<file path="src/rtl/fifo_uart_tx_if.sv">
// FIFO read-port bundle between a synchronous FIFO and the UART drain stage.
//   fifo_empty : FIFO empty flag
//   fifo_rdata : FIFO read data, valid the cycle after fifo_rd_en is sampled
//   fifo_rd_en : single-cycle pop strobe
// master = the drain stage (issues pops), slave = the FIFO side.
interface fifo_uart_tx_if #(
  parameter int unsigned WIDTH = 8
) ();

  logic             fifo_empty;
  logic [WIDTH-1:0] fifo_rdata;
  logic             fifo_rd_en;

  modport master (
    input  fifo_empty,
    input  fifo_rdata,
    output fifo_rd_en
  );

  modport slave (
    output fifo_empty,
    output fifo_rdata,
    input  fifo_rd_en
  );

endinterface

</file>
<file path="src/rtl/fifo_uart_tx.sv">
// Drains a synchronous FIFO and serializes each byte onto a UART line:
// 1 start bit, WIDTH data bits LSB first, STOP_BITS stop bits.
//   clk       : system clock, rising edge
//   rst       : asynchronous active-high reset
//   i_en      : allows fetching new bytes; a running frame always completes
//   bus       : FIFO read port (empty, rdata in; rd_en out, combinational)
//   o_tx      : serial line, idles high, registered
//   o_busy    : high while a frame is fetched or transmitted
//   o_tx_done : one-cycle pulse on the last cycle of the final stop bit
module fifo_uart_tx #(
  parameter int unsigned WIDTH        = 8,
  parameter int unsigned CLKS_PER_BIT = 16,
  parameter int unsigned STOP_BITS    = 1
) (
  input  logic                  clk,
  input  logic                  rst,
  input  logic                  i_en,
  fifo_uart_tx_if.master        bus,
  output logic                  o_tx,
  output logic                  o_busy,
  output logic                  o_tx_done
);

  localparam int unsigned CW = $clog2(CLKS_PER_BIT);
  localparam int unsigned BW = $clog2(WIDTH + 1);

  typedef enum logic [2:0] {
    S_IDLE,
    S_WAIT,
    S_START,
    S_DATA,
    S_STOP
  } state_t;

  state_t           r_state, w_state_nxt;
  logic [CW-1:0]    r_cnt, w_cnt_nxt;
  logic [BW-1:0]    r_bit, w_bit_nxt;
  logic [WIDTH-1:0] r_shift, w_shift_nxt;
  logic             r_tx, w_tx_nxt;
  logic             r_busy, w_busy_nxt;
  logic             r_tx_done, w_tx_done_nxt;
  logic             w_rd_en;
  logic             w_bit_end;

  // State, counters and registered outputs.
  always_ff @(posedge clk or posedge rst) begin
    if (rst) begin
      r_state   <= S_IDLE;
      r_cnt     <= '0;
      r_bit     <= '0;
      r_shift   <= '0;
      r_tx      <= 1'b1;
      r_busy    <= 1'b0;
      r_tx_done <= 1'b0;
    end else begin
      r_state   <= w_state_nxt;
      r_cnt     <= w_cnt_nxt;
      r_bit     <= w_bit_nxt;
      r_shift   <= w_shift_nxt;
      r_tx      <= w_tx_nxt;
      r_busy    <= w_busy_nxt;
      r_tx_done <= w_tx_done_nxt;
    end
  end

  // Next-state, counters, and the output values for the coming cycle.
  always_comb begin
    w_state_nxt   = r_state;
    w_cnt_nxt     = r_cnt;
    w_bit_nxt     = r_bit;
    w_shift_nxt   = r_shift;
    w_rd_en       = 1'b0;
    w_bit_end     = (r_cnt == CW'(CLKS_PER_BIT - 1));
    w_tx_nxt      = 1'b1;
    w_busy_nxt    = 1'b0;
    w_tx_done_nxt = 1'b0;

    case (r_state)
      S_IDLE: begin
        w_rd_en = i_en && !bus.fifo_empty;
        if (w_rd_en) begin
          w_state_nxt = S_WAIT;
        end
      end
      // FIFO data becomes valid here, one cycle after the pop.
      S_WAIT: begin
        w_shift_nxt = bus.fifo_rdata;
        w_cnt_nxt   = '0;
        w_bit_nxt   = '0;
        w_state_nxt = S_START;
      end
      S_START: begin
        if (w_bit_end) begin
          w_cnt_nxt   = '0;
          w_state_nxt = S_DATA;
        end else begin
          w_cnt_nxt = r_cnt + CW'(1);
        end
      end
      S_DATA: begin
        if (w_bit_end) begin
          w_cnt_nxt   = '0;
          w_shift_nxt = r_shift >> 1;
          if (r_bit == BW'(WIDTH - 1)) begin
            w_bit_nxt   = '0;
            w_state_nxt = S_STOP;
          end else begin
            w_bit_nxt = r_bit + BW'(1);
          end
        end else begin
          w_cnt_nxt = r_cnt + CW'(1);
        end
      end
      // Bit counter is reused to count stop bits.
      S_STOP: begin
        if (w_bit_end) begin
          w_cnt_nxt = '0;
          if (r_bit == BW'(STOP_BITS - 1)) begin
            w_bit_nxt   = '0;
            w_state_nxt = S_IDLE;
          end else begin
            w_bit_nxt = r_bit + BW'(1);
          end
        end else begin
          w_cnt_nxt = r_cnt + CW'(1);
        end
      end
      default: begin
        w_state_nxt = S_IDLE;
      end
    endcase

    // Outputs are decoded from the next state so the flops line up with it.
    case (w_state_nxt)
      S_START: w_tx_nxt = 1'b0;
      S_DATA:  w_tx_nxt = w_shift_nxt[0];
      default: w_tx_nxt = 1'b1;
    endcase
    w_busy_nxt    = (w_state_nxt != S_IDLE);
    w_tx_done_nxt = (w_state_nxt == S_STOP) &&
                    (w_cnt_nxt == CW'(CLKS_PER_BIT - 1)) &&
                    (w_bit_nxt == BW'(STOP_BITS - 1));
  end

  assign bus.fifo_rd_en = w_rd_en;
  assign o_tx           = r_tx;
  assign o_busy         = r_busy;
  assign o_tx_done      = r_tx_done;

endmodule

</file>
<file path="src/flat_wrapper.sv">
// flat-port wrapper written by rule: the top's interface ports become plain ports
module fifo_uart_tx_flat 
#(
  parameter int unsigned WIDTH        = 8,
  parameter int unsigned CLKS_PER_BIT = 16,
  parameter int unsigned STOP_BITS    = 1
)
  (clk, rst, i_en, o_tx, o_busy, o_tx_done, bus_fifo_empty, bus_fifo_rdata, bus_fifo_rd_en);
  fifo_uart_tx_if #(.WIDTH(WIDTH)) bus_i ();
  input  logic clk;
  input  logic rst;
  input  logic i_en;
  output logic o_tx;
  output logic o_busy;
  output logic o_tx_done;
  input wire logic [$bits(bus_i.fifo_empty)-1:0] bus_fifo_empty;
  input wire logic [$bits(bus_i.fifo_rdata)-1:0] bus_fifo_rdata;
  output wire logic [$bits(bus_i.fifo_rd_en)-1:0] bus_fifo_rd_en;
  assign bus_i.fifo_empty = bus_fifo_empty;
  assign bus_i.fifo_rdata = bus_fifo_rdata;
  assign bus_fifo_rd_en = bus_i.fifo_rd_en;
  fifo_uart_tx #(.WIDTH(WIDTH), .CLKS_PER_BIT(CLKS_PER_BIT), .STOP_BITS(STOP_BITS)) u_core (.clk(clk), .rst(rst), .i_en(i_en), .bus(bus_i), .o_tx(o_tx), .o_busy(o_busy), .o_tx_done(o_tx_done));
endmodule
</file>
<file path="config.mk">
export PLATFORM = sky130hd
export DESIGN_NAME = fifo_uart_tx_flat
export DESIGN_NICKNAME = d
export VERILOG_FILES = /design/src/rtl/fifo_uart_tx_if.sv /design/src/rtl/fifo_uart_tx.sv /design/src/flat_wrapper.sv
export SDC_FILE = /design/constraint.sdc
export NUM_CORES = 1
export LEC_CHECK = 0
export ABC_AREA = 1
export ABC_CLOCK_PERIOD_IN_PS = 1550
export BUFFER_PORTS_ARGS = -buffer_cell sky130_fd_sc_hd__buf_2
export CAP_MARGIN = 20
export CORE_UTILIZATION = 50
export DETAILED_ROUTE_END_ITERATION = 10
export PLACE_DENSITY = 0.74
export REMOVE_ABC_BUFFERS = 1
export SYNTH_ARGS = -nofsm -noshare
export SYNTH_HDL_FRONTEND = slang
export SYNTH_SLANG_ARGS = --single-unit
</file>
<file path="constraint.sdc">
create_clock -name clk -period 1.55 [get_ports clk]
set_input_delay 0.0775 -clock clk [delete_from_list [all_inputs] [get_ports clk]]
set_output_delay 0.0775 -clock clk [all_outputs]
set_load 0.005 [all_outputs]
</file>
==> results of run 1 <==
cell type report:
| cell class | count | area, µm² | area share, % |
|---|---|---|---|
| multi-input cells | 115 | 695.7 | 39.54 |
| flip-flops and latches | 22 | 554.3 | 31.51 |
| repair buffers | 45 | 335.3 | 19.06 |
| inverters | 23 | 86.33 | 4.908 |
| well taps | 28 | 35.03 | 1.991 |
| clock inverters | 1 | 30.03 | 1.707 |
| clock buffers | 3 | 22.52 | 1.280 |
logic make-up after synthesis:
family / count (synthesis)
DFF: 22
and+or+nand+nor: 96
AOI/OAI and AO/OA: 16
buffers and inverters: 24
adders and majority gates: 3
per-stage QoR:
step	setup WS [ns]	cell area (µm²)	util [%]	instances	total power [mW]
floorplan	-0.04101	1237	-	160	1.795
global placement	0.02122	1453	63.83	217	2.155
detailed placement	-0.03786	1453	63.83	217	2.215
CTS	0.001571	1612	70.81	230	2.737
global route	-0.1084	1759	77.30	237	3.276
finish	0.007384	1759	77.30	237	3.042
worst register-to-register path, cell delays in order, from the launching register on:
cell                      delay, ns
sky130_fd_sc_hd__dfrtp_1       0.43
sky130_fd_sc_hd__inv_1         0.11
sky130_fd_sc_hd__ha_1          0.16
sky130_fd_sc_hd__nand3_1       0.15
sky130_fd_sc_hd__o21ai_1       0.19
sky130_fd_sc_hd__nand2_1       0.11
sky130_fd_sc_hd__nand4_1       0.14
sky130_fd_sc_hd__nand3_2       0.10
sky130_fd_sc_hd__nor2_1        0.11
cell usage in the layout, fill, tap and decap left out, types with 2 or more instances in the layout:
cell and count:
sky130_fd_sc_hd__a22oi_1 5, sky130_fd_sc_hd__buf_2 15, sky130_fd_sc_hd__buf_4 18, sky130_fd_sc_hd__buf_6 4, sky130_fd_sc_hd__clkbuf_4 3, sky130_fd_sc_hd__dfrtp_1 19
sky130_fd_sc_hd__dfrtp_2 2, sky130_fd_sc_hd__dlygate4sd3_1 8, sky130_fd_sc_hd__inv_1 17, sky130_fd_sc_hd__inv_2 6, sky130_fd_sc_hd__nand2_1 49, sky130_fd_sc_hd__nand2_2 5
sky130_fd_sc_hd__nand3_1 12, sky130_fd_sc_hd__nand3_2 4, sky130_fd_sc_hd__nand3_4 2, sky130_fd_sc_hd__nand4_1 2, sky130_fd_sc_hd__nor2_1 9, sky130_fd_sc_hd__nor2_2 6
sky130_fd_sc_hd__o211ai_1 3
sequential cells by signal, indices dropped and copies added (netlist names):
register	count
u_core.r_shift	8
u_core.r_bit	4
u_core.r_cnt	4
u_core.r_state	3
u_core.o_busy	1
u_core.o_tx	1
u_core.o_tx_done	1
power breakdown:
group,total (mW),internal [mW],leakage (nW),switching [mW]
Combinational,1.58,0.702,0.652,0.875
Clock,0.445,0.261,0.0279,0.183
Sequential,1.02,0.813,0.275,0.208
Total,3.04,1.78,0.955,1.27
per-layer routing:
layer	up-vias	GRT usage [%]	share of wire (%)
met4	0	7.658	1.9
li1	615	-	-
met3	6	4.386	4.4
met1	611	33.33	44
met2	42	42.09	50
met5	-	0	0
synthesized netlist by cell type, types with 2 or more instances:
library cell               number
sky130_fd_sc_hd__ha_1           3
sky130_fd_sc_hd__nor3_1         3
sky130_fd_sc_hd__o21ai_0        2
sky130_fd_sc_hd__nand3_1       15
sky130_fd_sc_hd__dfrtp_1       21
sky130_fd_sc_hd__nor2_1        14
sky130_fd_sc_hd__inv_1         20
sky130_fd_sc_hd__o21ai_2        2
sky130_fd_sc_hd__inv_2          3
sky130_fd_sc_hd__o211ai_1       3
sky130_fd_sc_hd__nand4_1        2
sky130_fd_sc_hd__a22oi_1        6
sky130_fd_sc_hd__nand2_1       54
sky130_fd_sc_hd__nand3_2        2
repair_timing:
action | 4_1_cts | 5_1_grt
setup endpoints to repair | 2 | 8
resized for setup | 6 | 27
setup buffers | 1 | 7
hold buffers | 8 | 0
hold endpoints to repair | 28 | 0
pin swaps | 2 | 16
cloned | 0 | 0
final timing paths:
path	from	cells past startpoint	end
hold / removal	bus_fifo_empty	5	u_core.r_state[0]
min in group asynchronous	rst	4	u_core.r_shift[3]
hold reg to reg	u_core.r_shift[4]	2	u_core.r_shift[4]
setup / recovery	u_core.r_bit[1]	8	u_core.o_tx_done
setup reg to reg	u_core.r_bit[1]	8	u_core.o_tx_done
max in group asynchronous	rst	4	u_core.o_tx
==> Flow_metrics.wiki, run 1 <==
{| class="wikitable"
! Metric !! Value
|-
| Mux cell area share after synthesis || 0%
|-
| Setup repair after global routing missed its margin || yes
|-
| Via count of the first global-routing pass || 1,136
|-
| Arithmetic-cell share of the synthesized area counting full adders, half adders and majority gates || 3.006%
|-
| Average via count per standard cell || about 5.4
|-
| Area share of xor/xnor cells in the synthesized design || 0%
|-
| Post-route clock skew || 0.005847 ns
|-
| Part of the cycle the worst path needs || 99.52%
|-
| Class of the most critical hold timing path || in2reg
|-
| Mean Syn Cell Area || 7.756 µm²
|-
| Remaining number of nets flagged by the antenna check after routing || 0
|-
| Floorplan core area || approximately 0.0023 mm²
|-
| Syn. warnings || 0
|-
| Post-synth top area cell || sky130_fd_sc_hd__dfrtp_1
|-
| First-pass GRT wire length || approximately 5000 µm
|-
| Min Clock Period, post-route || 1.543 ns
|-
| Net count reported at finish || ~230
|-
| Overall track demand over capacity in global routing || about 25%
|-
| Critical Path Source Type || flip-flop
|-
| Detailed placement HPWL || approximately 2100 µm
|-
| Cell area after synthesis || about 0.0012 mm²
|-
| Post-Synth Simple-Gate Area || between 30% and 40%
|-
| Series of cell instances along the critical path || inv_1 -> ha_1 -> nand3_1 -> o21ai_1 -> nand2_1 -> nand4_1 -> nand3_2 -> nor2_1
|-
| Cell Rows || 17
|-
| Fraction of final layout cells sized beyond drive strength 1 || between 30% and 40%
|-
| TritonCTS clock tree || yes
|-
| Crit path buffers/inverters || 1
|-
| Total power divided by cell area || 1729 mW/mm²
|-
| Actual slew at the worst max-slew pin || between 0.3 and 0.4 ns
|-
| Starting density of the core || between 50% and 60%
|-
| Worst path slowest cell || sky130_fd_sc_hd__dfrtp_1
|-
| Clock root buffer master || sky130_fd_sc_hd__clkbuf_4
|-
| Final-layout fill cell count || between 100 and 150
|-
| Req. time, crit path || 1.80 ns
|-
| Share of the synthesized area in the top cell type || between 40% and 50%
|-
| Buffers on Ports || 15
|-
| Crit path max-delay family || simple AND/OR/NAND/NOR gates
|-
| Average detailed-routed wire length per instance || between 10 and 15 µm
|-
| Top_reg_cell synth || sky130_fd_sc_hd__dfrtp_1
|-
| Main combinational cell family by area after synthesis || simple AND/OR/NAND/NOR gates
|-
| Worst ir drop on vdd || between 1000 and 1500 µV
|-
| P&R area growth vs syn || 40.88%
|-
| Detailed-route DRC error count || 0
|-
| Total Die Area || 0.002701 mm²
|-
| Proportion of synthesized flip-flops having asynchronous set or reset || 100.0%
|-
| Antenna violations before repair || 0
|-
| Num CTS Buffers || 3
|-
| Total of max-cap violations || 0
|-
| Total vias in the final route || about 1,300
|-
| Status || finished, final reports clean
|-
| Largest net degree at the start of global routing || 23
|-
| Number of enable flip-flop cells after synthesis || 0
|-
| Final Hold Fails || 0
|-
| Residual overflow from global routing || 0
|-
| Register-to-register path setup slack || 0.007 ns
|-
| Count of inserted antenna diode cells || 0
|-
| Number of placed I/O pins || 16
|-
| CP endpoint kind || flip-flop
|-
| Clock Sink Count || 22
|-
| Total wire length after detailed routing || about 3400 µm
|-
| Leakage Power || between 0.9 and 1 nW
|-
| First DRT Iteration DRCs || 39
|-
| Vert. Die Dim || around 52 µm
|-
| First-pass iteration count of the detailed router || 4
|-
| Max clock buf depth || 2
|-
| Part of the Yosys area used for sequential elements || around 44%
|-
| Headroom to the max-slew limit || 75.36%
|-
| Critical path start-end classification || reg2reg
|-
| Die Wd || 51.98 µm
|-
| Max Transition Viols Final || 0
|-
| Top cells by area, synth || sky130_fd_sc_hd__dfrtp_1, sky130_fd_sc_hd__nand2_1, sky130_fd_sc_hd__inv_1, sky130_fd_sc_hd__nand3_1, sky130_fd_sc_hd__nor2_1
|-
| Clock-pin slew on the worst setup and hold paths || ~0.13 ns
|-
| Worst hold margin || approximately 0.17 ns
|-
| Critical path fanouts, max || 4
|-
| Delay of the slowest cell on the worst path || between 0.4 and 0.5 ns
|-
| Complex-gate fraction of the synthesized area || about a tenth
|-
| Yosys cell types || 25
|-
| Aggregate negative setup slack || 0 ns
|-
| Last weighted congestion value of the routability-driven placer || roughly 0.82
|-
| Count of state elements after synthesis || 22
|-
| Final setup violation count || 0
|-
| Number of levels in the clock H-tree || 1
|-
| CP arrival || 1.79 ns
|-
| Maximum frequency from static timing analysis || about 0.65 GHz
|-
| Synth Instances || ~160
|-
| Skew-Pair Late Insertion Delay || 0.31 ns
|}
(Power assumes the default switching activity.)
==> run 2, diff against run 1 <==
- CORE_UTILIZATION: 50 -> 53
- CTS_BUF_LIST: unset -> sky130_fd_sc_hd__clkbuf_4
- PLACE_DENSITY: 0.74 -> 0.78
==> Flow_metrics.wiki, run 2 (synthesis results as in run 1) <==
{| class="wikitable"
! Metric !! Value
|-
| Status || complete, but fails checks
|-
| Violated checks || setup timing
|-
| First DRT Iteration DRCs || 72 (+85%)
|-
| Post-route non-filler standard cell count || 241 (+1.7%)
|-
| Detailed placement HPWL || 2121 µm (+1.4%)
|-
| CP arrival || 1.83 ns (+0.04 ns)
|-
| Total power divided by cell area || 1623 mW/mm² (-6.2%)
|-
| Starting density of the core || 56.45% (+1.6 points)
|-
| Total placed cells including tap cells || 221 (+1.8%)
|-
| Series of cell instances along the critical path || inv_2 -> ha_4 -> nand3_2 -> buf_6 -> nand2_2 -> nand2_1 -> nand3_1 -> o211ai_1 -> nor2_1 -> nand2_1 -> nor2_1
|-
| Average via count per standard cell || 5.427 (+0.96%)
|-
| Setup repair after global routing missed its margin || yes
|-
| Floorplan core area || 0.002212 mm² (-2.8%)
|-
| P&R area growth vs syn || 38.38%
|-
| Maximum frequency from static timing analysis || 0.6310 GHz (-2.7%)
|-
| Req. time, crit path || 1.79 ns (about the same)
|-
| Number of levels in the clock H-tree || 1 (unchanged)
|-
| Max Transition Viols Final || 0 (unchanged)
|-
| Actual slew at the worst max-slew pin || 0.6006 ns (+0.2348 ns)
|-
| Min Clock Period, post-route || 1.585 ns (+0.04215 ns)
|-
| Antenna violations before repair || 0 (unchanged)
|-
| Critical path start-end classification || reg2reg
|-
| Largest register by flop count || u_core.r_shift
|-
| Worst hold margin || 0.01666 ns (-0.1538 ns)
|-
| Length in cells of the worst reg-to-reg path || 11 (+3)
|-
| Most common cell after layout, fill and taps aside || sky130_fd_sc_hd__nand2_1
|-
| Vert. Die Dim || 50.54 µm (-2.8%)
|-
| Worst Setup SP || u_core.r_bit[1]
|-
| Worst ir drop on vdd || 1321 µV (+17%)
|-
| Final Hold Fails || 0 (unchanged)
|-
| Aggregate negative setup slack || -0.03477 ns (-0.03477 ns)
|-
| Total power draw || 2.804 mW (-7.8%)
|-
| Total Die Area || 0.002554 mm² (-5.4%)
|-
| Clock root buffer master || sky130_fd_sc_hd__clkbuf_4
|-
| Total vias in the final route || 1,308 (+2.7%)
|-
| Crit path max-delay family || simple AND/OR/NAND/NOR gates
|-
| First-pass GRT wire length || 5409 µm (+9.0%)
|-
| Count of cells along the worst hold path || 3 (-2)
|-
| Cell Rows || 17 (unchanged)
|-
| Clock-pin slew on the worst setup and hold paths || 0.11 ns (-0.02 ns)
|-
| Number of placed I/O pins || 16 (unchanged)
|-
| Worst hold endpoint || u_core.r_shift[2]
|-
| Registers with the most flip-flops || u_core.r_shift x8, u_core.r_bit x4, u_core.r_cnt x4
|-
| CP endpoint kind || flip-flop
|-
| Buffers on Ports || 15 (unchanged)
|-
| Endpoint of the worst-slack reg-to-reg timing path || u_core.o_tx_done
|-
| Total wire length after detailed routing || 3127 µm (-6.7%)
|-
| Average detailed-routed wire length per instance || 12.98 µm (-8.2%)
|-
| Critical path fanouts, max || 3 (-1)
|-
| Post-route clock skew || 0.004714 ns (-0.001133 ns)
|-
| Remaining number of nets flagged by the antenna check after routing || 0 (unchanged)
|-
| Overall track demand over capacity in global routing || 28.58% (+3.3 points)
|-
| Last weighted congestion value of the routability-driven placer || 0.8941 (+9.2%)
|-
| Final setup violation count || 1 (+1)
|-
| Clock Sink Count || 22 (unchanged)
|-
| Via count of the first global-routing pass || 1,236 (+8.8%)
|-
| Die Wd || 50.54 µm (-2.8%)
|-
| Post-route worst setup slack || -0.03477 ns (-0.04215 ns)
|-
| Worst path slowest cell || sky130_fd_sc_hd__dfrtp_2
|-
| Reg2reg start || u_core.r_bit[1]
|-
| Count of inserted antenna diode cells || 0 (unchanged)
|-
| Register-to-register path setup slack || -0.03 ns (-0.04 ns)
|-
| Class of the most critical hold timing path || in2reg
|-
| Part of the cycle the worst path needs || 102.2% (+2.7 points)
|-
| Crit path buffers/inverters || 2 (+1)
|-
| Detailed-route DRC error count || 0 (unchanged)
|-
| Leakage Power || 0.9456 nW (-0.96%)
|-
| Net count reported at finish || 229 (+1.8%)
|-
| Critical Path Source Type || flip-flop
|-
| Delay of the slowest cell on the worst path || 0.46 ns (+0.03 ns)
|-
| Most used cells in the layout excluding fill and tap cells || sky130_fd_sc_hd__nand2_1, sky130_fd_sc_hd__buf_4, sky130_fd_sc_hd__dfrtp_1
|-
| Max clock buf depth || 2 (unchanged)
|-
| Headroom to the max-slew limit || 59.91% (-15 points)
|-
| Residual overflow from global routing || 0 (unchanged)
|-
| First-pass iteration count of the detailed router || 4 (unchanged)
|-
| Largest net degree at the start of global routing || 17 (-26%)
|-
| Number of flip-flops under the largest register name || 8 (unchanged)
|-
| Startpoint of the worst hold path || bus_fifo_rdata[2]
|-
| Skew-Pair Late Insertion Delay || 0.30 ns (about the same)
|-
| Fraction of final layout cells sized beyond drive strength 1 || 34.74% (-2.1 points)
|-
| Num CTS Buffers || 3 (unchanged)
|-
| TritonCTS clock tree || yes
|-
| Total of max-cap violations || 0 (unchanged)
|}
-- run 2: changes by cell type in the layout (fill, tap and decap cells not counted), moves of 2 or more --
cell and change:
sky130_fd_sc_hd__ha_4 +2, sky130_fd_sc_hd__nand2_2 -3, sky130_fd_sc_hd__buf_4 +8, sky130_fd_sc_hd__nor2_1 +4, sky130_fd_sc_hd__nand2_1 +4, sky130_fd_sc_hd__nor2_2 -4
sky130_fd_sc_hd__buf_6 -3
-- run 2: worst max path at each step --
stage | cells past startpoint | to | slack, ns
after floorplan | 9 | u_core.o_tx_done | -0.04
after global placement | 10 | u_core.o_tx_done | 0.04
after detailed placement | 10 | u_core.o_tx_done | -0.03
after CTS | 10 | u_core.o_tx_done | 0.0003
after global routing | 9 | u_core.o_tx_done | -0.11
final | 11 | u_core.o_tx_done | -0.03
-- run 2: area by class of cell --
class / instances / area (µm²)
clock buffer: 3 / 22.52
clock inverter: 1 / 3.754
fill: 143 / 484.2
inverter: 23 / 86.33
multi-input combinational: 115 / 674.4
sequential: 22 / 554.3
tap: 28 / 35.03
timing repair buffer: 49 / 351.6
-- run 2: metrics by stage --
stage / setup WS, ns / utilization [%] / cell area (µm²)
6_report: -0.03477 / 78.11 / 1728
5_1_grt: -0.1055 / 78.11 / 1728
4_1_cts: 0.0003446 / 75.74 / 1675
3_5_place_dp: -0.03256 / 67.02 / 1483
3_3_place_gp: 0.03734 / 67.02 / 1483
2_1_floorplan: -0.04101 / - / 1237
-- run 2: power by group --
| group | internal, mW | leakage, nW | switching (mW) |
|---|---|---|---|
| combinational | 0.698 | 0.656 | 0.842 |
| clock | 0.0941 | 0.0154 | 0.161 |
| sequential | 0.812 | 0.274 | 0.197 |
-- run 2: what timing repair did --
item | in CTS | in global routing
setup buffers | 6 | 3
hold buffers | 7 | 0
pin swaps | 5 | 6
endpoints found under the hold margin | 20 | 0
resized for setup | 10 | 11
setup endpoints to repair | 1 | 3
-- run 2: layer usage --
| metal | up-vias | track usage, % | part of all wire [%] |
|---|---|---|---|
| met5 | - | 0 | 0 |
| met4 | 0 | 8.333 | 1.9 |
| met3 | 10 | 6.667 | 5.5 |
| met2 | 50 | 48.44 | 50 |
| met1 | 619 | 36.24 | 43 |
| li1 | 629 | - | - |
-- run 2: worst register-to-register path: cells and delay by family, from the launching register on --
kind	cells	cell delay (ns)
fa+ha+maj	1	0.13
compound gates	1	0.13
flops	1	0.46
simple gates	7	0.58
buf+inv	2	0.23
==> run 3, diff against run 2 <==
- ABC_AREA: 1 -> unset
==> Flow_metrics.wiki, run 3 <==
{| class="wikitable"
! Metric !! Value
|-
| Status || aborted with a tool error
|-
| Failed at || global routing (5_1_grt)
|-
| Tool error || [ERROR DPL-0033] detailed placement checks failed during check placement.
|-
| Mean Syn Cell Area || 9.019 µm² (+16%)
|-
| Main combinational cell family by area after synthesis || simple AND/OR/NAND/NOR gates
|-
| Antenna violations before repair || 0
|-
| Top cells by instance count after synthesis || sky130_fd_sc_hd__nand2_1, sky130_fd_sc_hd__dfrtp_1, sky130_fd_sc_hd__nor2_1
|-
| Post-synth top area cell || sky130_fd_sc_hd__dfrtp_1
|-
| Arithmetic-cell share of the synthesized area counting full adders, half adders and majority gates || 2.890% (-0.12 points)
|-
| Top_reg_cell synth || sky130_fd_sc_hd__dfrtp_1
|-
| Share of the synthesized area in the top cell type || 40.46% (-1.6 points)
|-
| Complex-gate fraction of the synthesized area || 22.16% (+13 points)
|-
| Mux cell area share after synthesis || 3.083% (+3.1 points)
|-
| Yosys cell types || 42 (+68%)
|-
| Number of placed I/O pins || 16 (unchanged)
|-
| Detailed placement HPWL || 2490 µm (+17%)
|-
| Part of the Yosys area used for sequential elements || 42.49% (-1.7 points)
|-
| Worst-case setup slack after placement || -0.3543 ns (-0.3218 ns)
|-
| Max clock buf depth || 2 (unchanged)
|-
| Cell with the most instances after synthesis || sky130_fd_sc_hd__nand2_1
|-
| Proportion of synthesized flip-flops having asynchronous set or reset || 100.0% (unchanged)
|-
| Die Wd || 51.50 µm (+1.9%)
|-
| Cell Rows || 17 (unchanged)
|-
| Syn. warnings || 0 (unchanged)
|-
| Number of levels in the clock H-tree || 1 (unchanged)
|-
| Starting density of the core || 57.60% (+1.2 points)
|-
| Total placed cells including tap cells || 220 (-0.45%)
|-
| Largest net degree at the start of global routing || 23
|-
| Clock Sink Count || 22 (unchanged)
|-
| Clock root buffer master || sky130_fd_sc_hd__clkbuf_4
|-
| Count of state elements after synthesis || 22 (unchanged)
|-
| Worst endpoint left by the global-route repair_timing run || u_core.o_tx_done$_DFF_PP0_/D
|-
| Buffers on Ports || 15 (unchanged)
|-
| Post-Synth Simple-Gate Area || 23.51% (-12 points)
|-
| Area share of xor/xnor cells in the synthesized design || 1.349% (+1.3 points)
|-
| Number of enable flip-flop cells after synthesis || 0 (unchanged)
|-
| Last weighted congestion value of the routability-driven placer || 0.9022 (+0.91%)
|-
| Cell area after synthesis || 0.001299 mm² (+4.0%)
|-
| Synth Instances || 144 (-11%)
|-
| Worst ep type || register data pin
|-
| Top cells by area, synth || sky130_fd_sc_hd__dfrtp_1, sky130_fd_sc_hd__nand2_1, sky130_fd_sc_hd__a21oi_1, sky130_fd_sc_hd__a22oi_1, sky130_fd_sc_hd__mux2i_1
|-
| Vert. Die Dim || 51.50 µm (+1.9%)
|-
| Num CTS Buffers || 3 (unchanged)
|}
[run 3: changes by cell type after synthesis, moves of 4 or more]
cell / delta
sky130_fd_sc_hd__a21oi_1: +8
sky130_fd_sc_hd__a31oi_1: +4
sky130_fd_sc_hd__and3_1: +4
sky130_fd_sc_hd__clkbuf_1: +5
sky130_fd_sc_hd__inv_1: -15
sky130_fd_sc_hd__mux2i_1: +4
sky130_fd_sc_hd__nand2_1: -31
sky130_fd_sc_hd__nand2b_1: +4
sky130_fd_sc_hd__nand3_1: -14
sky130_fd_sc_hd__nor2_1: -4
[run 3: metrics by stage]
stage	hold slack, ns	instance area [µm²]	TNS (ns)
after detailed placement	0.1244	1677	-1.140
after CTS	0.005253	1951	-0.7981
after floorplan	0.06598	1259	-0.7359
after global placement	0.1161	1677	-0.6496
[run 3: kinds of logic after synthesis]
kind of cell	count (synthesis)
xor+xnor	2
simple gates	59
flops	22
compound gates	41
buf+inv	13
mux	4
fa+ha+maj	3
[run 3: what timing repair did]
action,4_1_cts
pin swaps,10
hold buffers,7
setup buffers,9
endpoints found under the setup margin,14
gates resized for setup,25
endpoints found under the hold margin,27
==> run 4, diff against run 3 <==
- ABC_CLOCK_PERIOD_IN_PS: 1550 -> 2000
- CORE_AREA: unset -> 2 2 63 65
- CORE_UTILIZATION: 53 -> unset
- CTS_BUF_LIST: sky130_fd_sc_hd__clkbuf_4 -> unset
- DIE_AREA: unset -> 0 0 65 67
- PLACE_DENSITY: 0.78 -> unset
- PLACE_DENSITY_LB_ADDON: unset -> 0.15
- clock period: 1.55 -> 2 ns (I/O delays scaled with it)
==> Flow_metrics.wiki, run 4 <==
{| class="wikitable"
! Metric !! Value
|-
| Cell Rows || 22 (+5)
|-
| CP arrival || 2.11 ns
|-
| Critical Path Source Type || flip-flop
|-
| Antenna violations before repair || 0
|-
| Setup repair after global routing missed its margin || no
|-
| Skew-Pair Late Insertion Delay || 0.27 ns
|-
| Arithmetic-cell share of the synthesized area counting full adders, half adders and majority gates || 2.890% (unchanged)
|-
| Num CTS Buffers || 3 (unchanged)
|-
| Delay of the slowest cell on the worst path || 0.44 ns
|-
| Total power draw || 2.008 mW
|-
| Count of inserted antenna diode cells || 0
|-
| Detailed placement HPWL || 2218 µm (-11%)
|-
| Vert. Die Dim || 67 µm (+30%)
|-
| Worst hold margin || -0.01358 ns
|-
| P&R area growth vs syn || 19.85%
|-
| Most common cell after layout, fill and taps aside || sky130_fd_sc_hd__nand2_1
|-
| Average detailed-routed wire length per instance || 14.61 µm
|-
| Number of placed I/O pins || 16 (unchanged)
|-
| Critical path start-end classification || reg2reg
|-
| Number of flip-flops under the largest register name || 8
|-
| Part of the cycle the worst path needs || around 95%
|-
| Share of the synthesized area in the top cell type || 40.46% (unchanged)
|-
| Average via count per standard cell || approximately 5.4
|-
| Largest net degree at the start of global routing || 23
|-
| Count of state elements after synthesis || 22 (unchanged)
|-
| Worst path slowest cell || sky130_fd_sc_hd__dfrtp_1
|-
| Net count reported at finish || 180
|-
| Complex-gate fraction of the synthesized area || 22.16% (unchanged)
|-
| Cell with the most instances after synthesis || sky130_fd_sc_hd__nand2_1
|-
| Post-synth top area cell || sky130_fd_sc_hd__dfrtp_1
|-
| Post-route clock skew || ~0.0015 ns
|-
| Post-Synth Simple-Gate Area || 23.51% (unchanged)
|-
| Worst ir drop on vdd || roughly 440 µV
|-
| Hold-fix buffers, CTS || 0 (-7)
|-
| Number of enable flip-flop cells after synthesis || 0 (unchanged)
|-
| Syn. warnings || 0 (unchanged)
|-
| Number of levels in the clock H-tree || 1 (unchanged)
|-
| Remaining number of nets flagged by the antenna check after routing || 0
|-
| Min Clock Period, post-route || about 1.9 ns
|-
| Status || complete, but fails checks
|-
| Total vias in the final route || roughly 1,100
|-
| First DRT Iteration DRCs || 61
|-
| First-pass iteration count of the detailed router || 4
|-
| Max Transition Viols Final || 0
|-
| Max clock buf depth || 2 (unchanged)
|-
| Top_reg_cell synth || sky130_fd_sc_hd__dfrtp_1
|-
| Headroom to the max-slew limit || between 40 and 50%
|-
| Top cells by instance count after synthesis || sky130_fd_sc_hd__nand2_1, sky130_fd_sc_hd__dfrtp_1, sky130_fd_sc_hd__nor2_1
|-
| Critical path fanouts, max || 9
|-
| Final Hold Fails || 21
|-
| Total wire length after detailed routing || 3098 µm
|-
| TritonCTS clock tree || yes
|-
| Clock Sink Count || 22 (unchanged)
|-
| Yosys cell types || 42 (unchanged)
|-
| Fraction of final layout cells sized beyond drive strength 1 || 25.61%
|-
| Synth Instances || 144 (unchanged)
|-
| CP endpoint kind || flip-flop
|-
| Req. time, crit path || between 2 and 2.5 ns
|-
| Clock-pin slew on the worst setup and hold paths || ~0.080 ns
|-
| Cell area after synthesis || 0.001299 mm² (unchanged)
|-
| Actual slew at the worst max-slew pin || around 0.84 ns
|-
| Largest register by flop count || u_core.r_shift
|-
| Overall track demand over capacity in global routing || 14.99%
|-
| Top cells by area, synth || sky130_fd_sc_hd__dfrtp_1, sky130_fd_sc_hd__nand2_1, sky130_fd_sc_hd__a21oi_1, sky130_fd_sc_hd__a22oi_1, sky130_fd_sc_hd__mux2i_1
|-
| Mux cell area share after synthesis || 3.083% (unchanged)
|-
| Last weighted congestion value of the routability-driven placer || 0.8421 (-6.7%)
|-
| Most used cells in the layout excluding fill and tap cells || sky130_fd_sc_hd__nand2_1, sky130_fd_sc_hd__dfrtp_1, sky130_fd_sc_hd__buf_2
|-
| Residual overflow from global routing || 0
|-
| Violated checks || hold timing
|-
| Total power divided by cell area || 1290 mW/mm²
|-
| Die Wd || 65 µm (+26%)
|-
| Starting density of the core || 36.02% (-22 points)
|-
| Detailed-route DRC error count || 0
|-
| Total of max-cap violations || 0
|-
| Aggregate negative setup slack || 0 ns
|-
| Crit path buffers/inverters || 0
|-
| Setup repair bufs after CTS || 0 (-9)
|-
| Part of the Yosys area used for sequential elements || 42.49% (unchanged)
|-
| Mean Syn Cell Area || 9.019 µm² (unchanged)
|-
| Via count of the first global-routing pass || ~1,100
|-
| Floorplan core area || between 0.003 and 0.004 mm²
|-
| Crit path max-delay family || simple AND/OR/NAND/NOR gates
|-
| Class of the most critical hold timing path || in2async
|-
| Area share of xor/xnor cells in the synthesized design || 1.349% (unchanged)
|-
| Buffers on Ports || 15 (unchanged)
|-
| Leakage Power || roughly 0.70 nW
|-
| Post_cts resized || 0 (-100%)
|-
| Maximum frequency from static timing analysis || 0.5261 GHz
|-
| Proportion of synthesized flip-flops having asynchronous set or reset || 100.0% (unchanged)
|-
| Registers with the most flip-flops || u_core.r_shift x8, u_core.r_bit x4, u_core.r_cnt x4
|-
| Total Die Area || 0.004355 mm²
|-
| Series of cell instances along the critical path || ha_2 -> nand3_4 -> or3_1 -> o22ai_2 -> nand4_1 -> and4bb_1
|-
| First-pass GRT wire length || around 5000 µm
|-
| Final setup violation count || 0
|-
| Clock root buffer master || sky130_fd_sc_hd__clkbuf_8
|-
| Main combinational cell family by area after synthesis || simple AND/OR/NAND/NOR gates
|}
==> run 4: cell counts after synthesis <==
Identical to the previous run, type by type.
==> run 4: metal layers <==
layer | share of wire (%) | up-vias | track usage [%] | routed length [µm]
met5 | 0 | - | 0 | 0
met4 | 1.8 | 0 | 6.383 | 56
met3 | 4.0 | 5 | 2.027 | 124
met2 | 46 | 25 | 23.58 | 1424
met1 | 48 | 548 | 20.57 | 1492
li1 | - | 563 | - | -
==> run 4: worst paths after layout <==
kind	from	slack [ns]	endpoint	cells after the start
setup / recovery	u_core.r_cnt[1]	0.1	u_core.o_tx_done	6
hold / removal	rst	-0.01	u_core.r_shift[1]	2
setup reg to reg	u_core.r_cnt[1]	0.1	u_core.o_tx_done	6
hold reg to reg	u_core.r_shift[6]	0.48	u_core.r_shift[6]	2
max in group asynchronous	rst	1.44	u_core.r_cnt[0]	2
min in group clk	bus_fifo_rdata[2]	0.05	u_core.r_shift[2]	3
==> run 4: final cells by class <==
type,instances,area [µm²]
inverter,5,18.77
timing repair buffer,24,142.6
sequential,22,553.0
fill,359,2049
clock buffer,3,41.29
clock inverter,1,30.03
multi-input combinational,109,710.7
tap,48,60.06
==> run 4: metrics by stage <==
| stage | instance area (µm²) | worst slack [ns] | utilization [%] | cells |
|---|---|---|---|---|
| finish | 1556 | 0.09923 | 43.16 | 212 |
| global route | 1556 | 0.0005171 | 43.16 | 212 |
| CTS | 1533 | 0.05424 | 42.51 | 212 |
| detailed placement | 1461 | 0.07503 | 40.53 | 208 |
| global placement | 1461 | 0.1413 | 40.53 | 208 |
| floorplan | 1259 | 0.1399 | - | 136 |
==> run 4: logic make-up after synthesis <==
family          count (synthesis)
compound gates                 41
xor+xnor                        2
fa+ha+maj                       3
buf+inv                        13
flops                          22
mux                             4
simple gates                   59
==> run 4: power breakdown <==
group / internal [mW] / total, mW / switching, mW
sequential: 0.612 / 0.783 / 0.171
combinational: 0.381 / 0.807 / 0.426
clock: 0.268 / 0.418 / 0.151
total: 1.26 / 2.01 / 0.748
==> run 4: worst register-to-register path, stage by stage (launching register included) <==
cell                       delay (ns)
sky130_fd_sc_hd__dfrtp_1         0.44
sky130_fd_sc_hd__ha_2            0.29
sky130_fd_sc_hd__nand3_4         0.13
sky130_fd_sc_hd__or3_1           0.40
sky130_fd_sc_hd__o22ai_2         0.21
sky130_fd_sc_hd__nand4_1         0.10
sky130_fd_sc_hd__and4bb_1        0.28
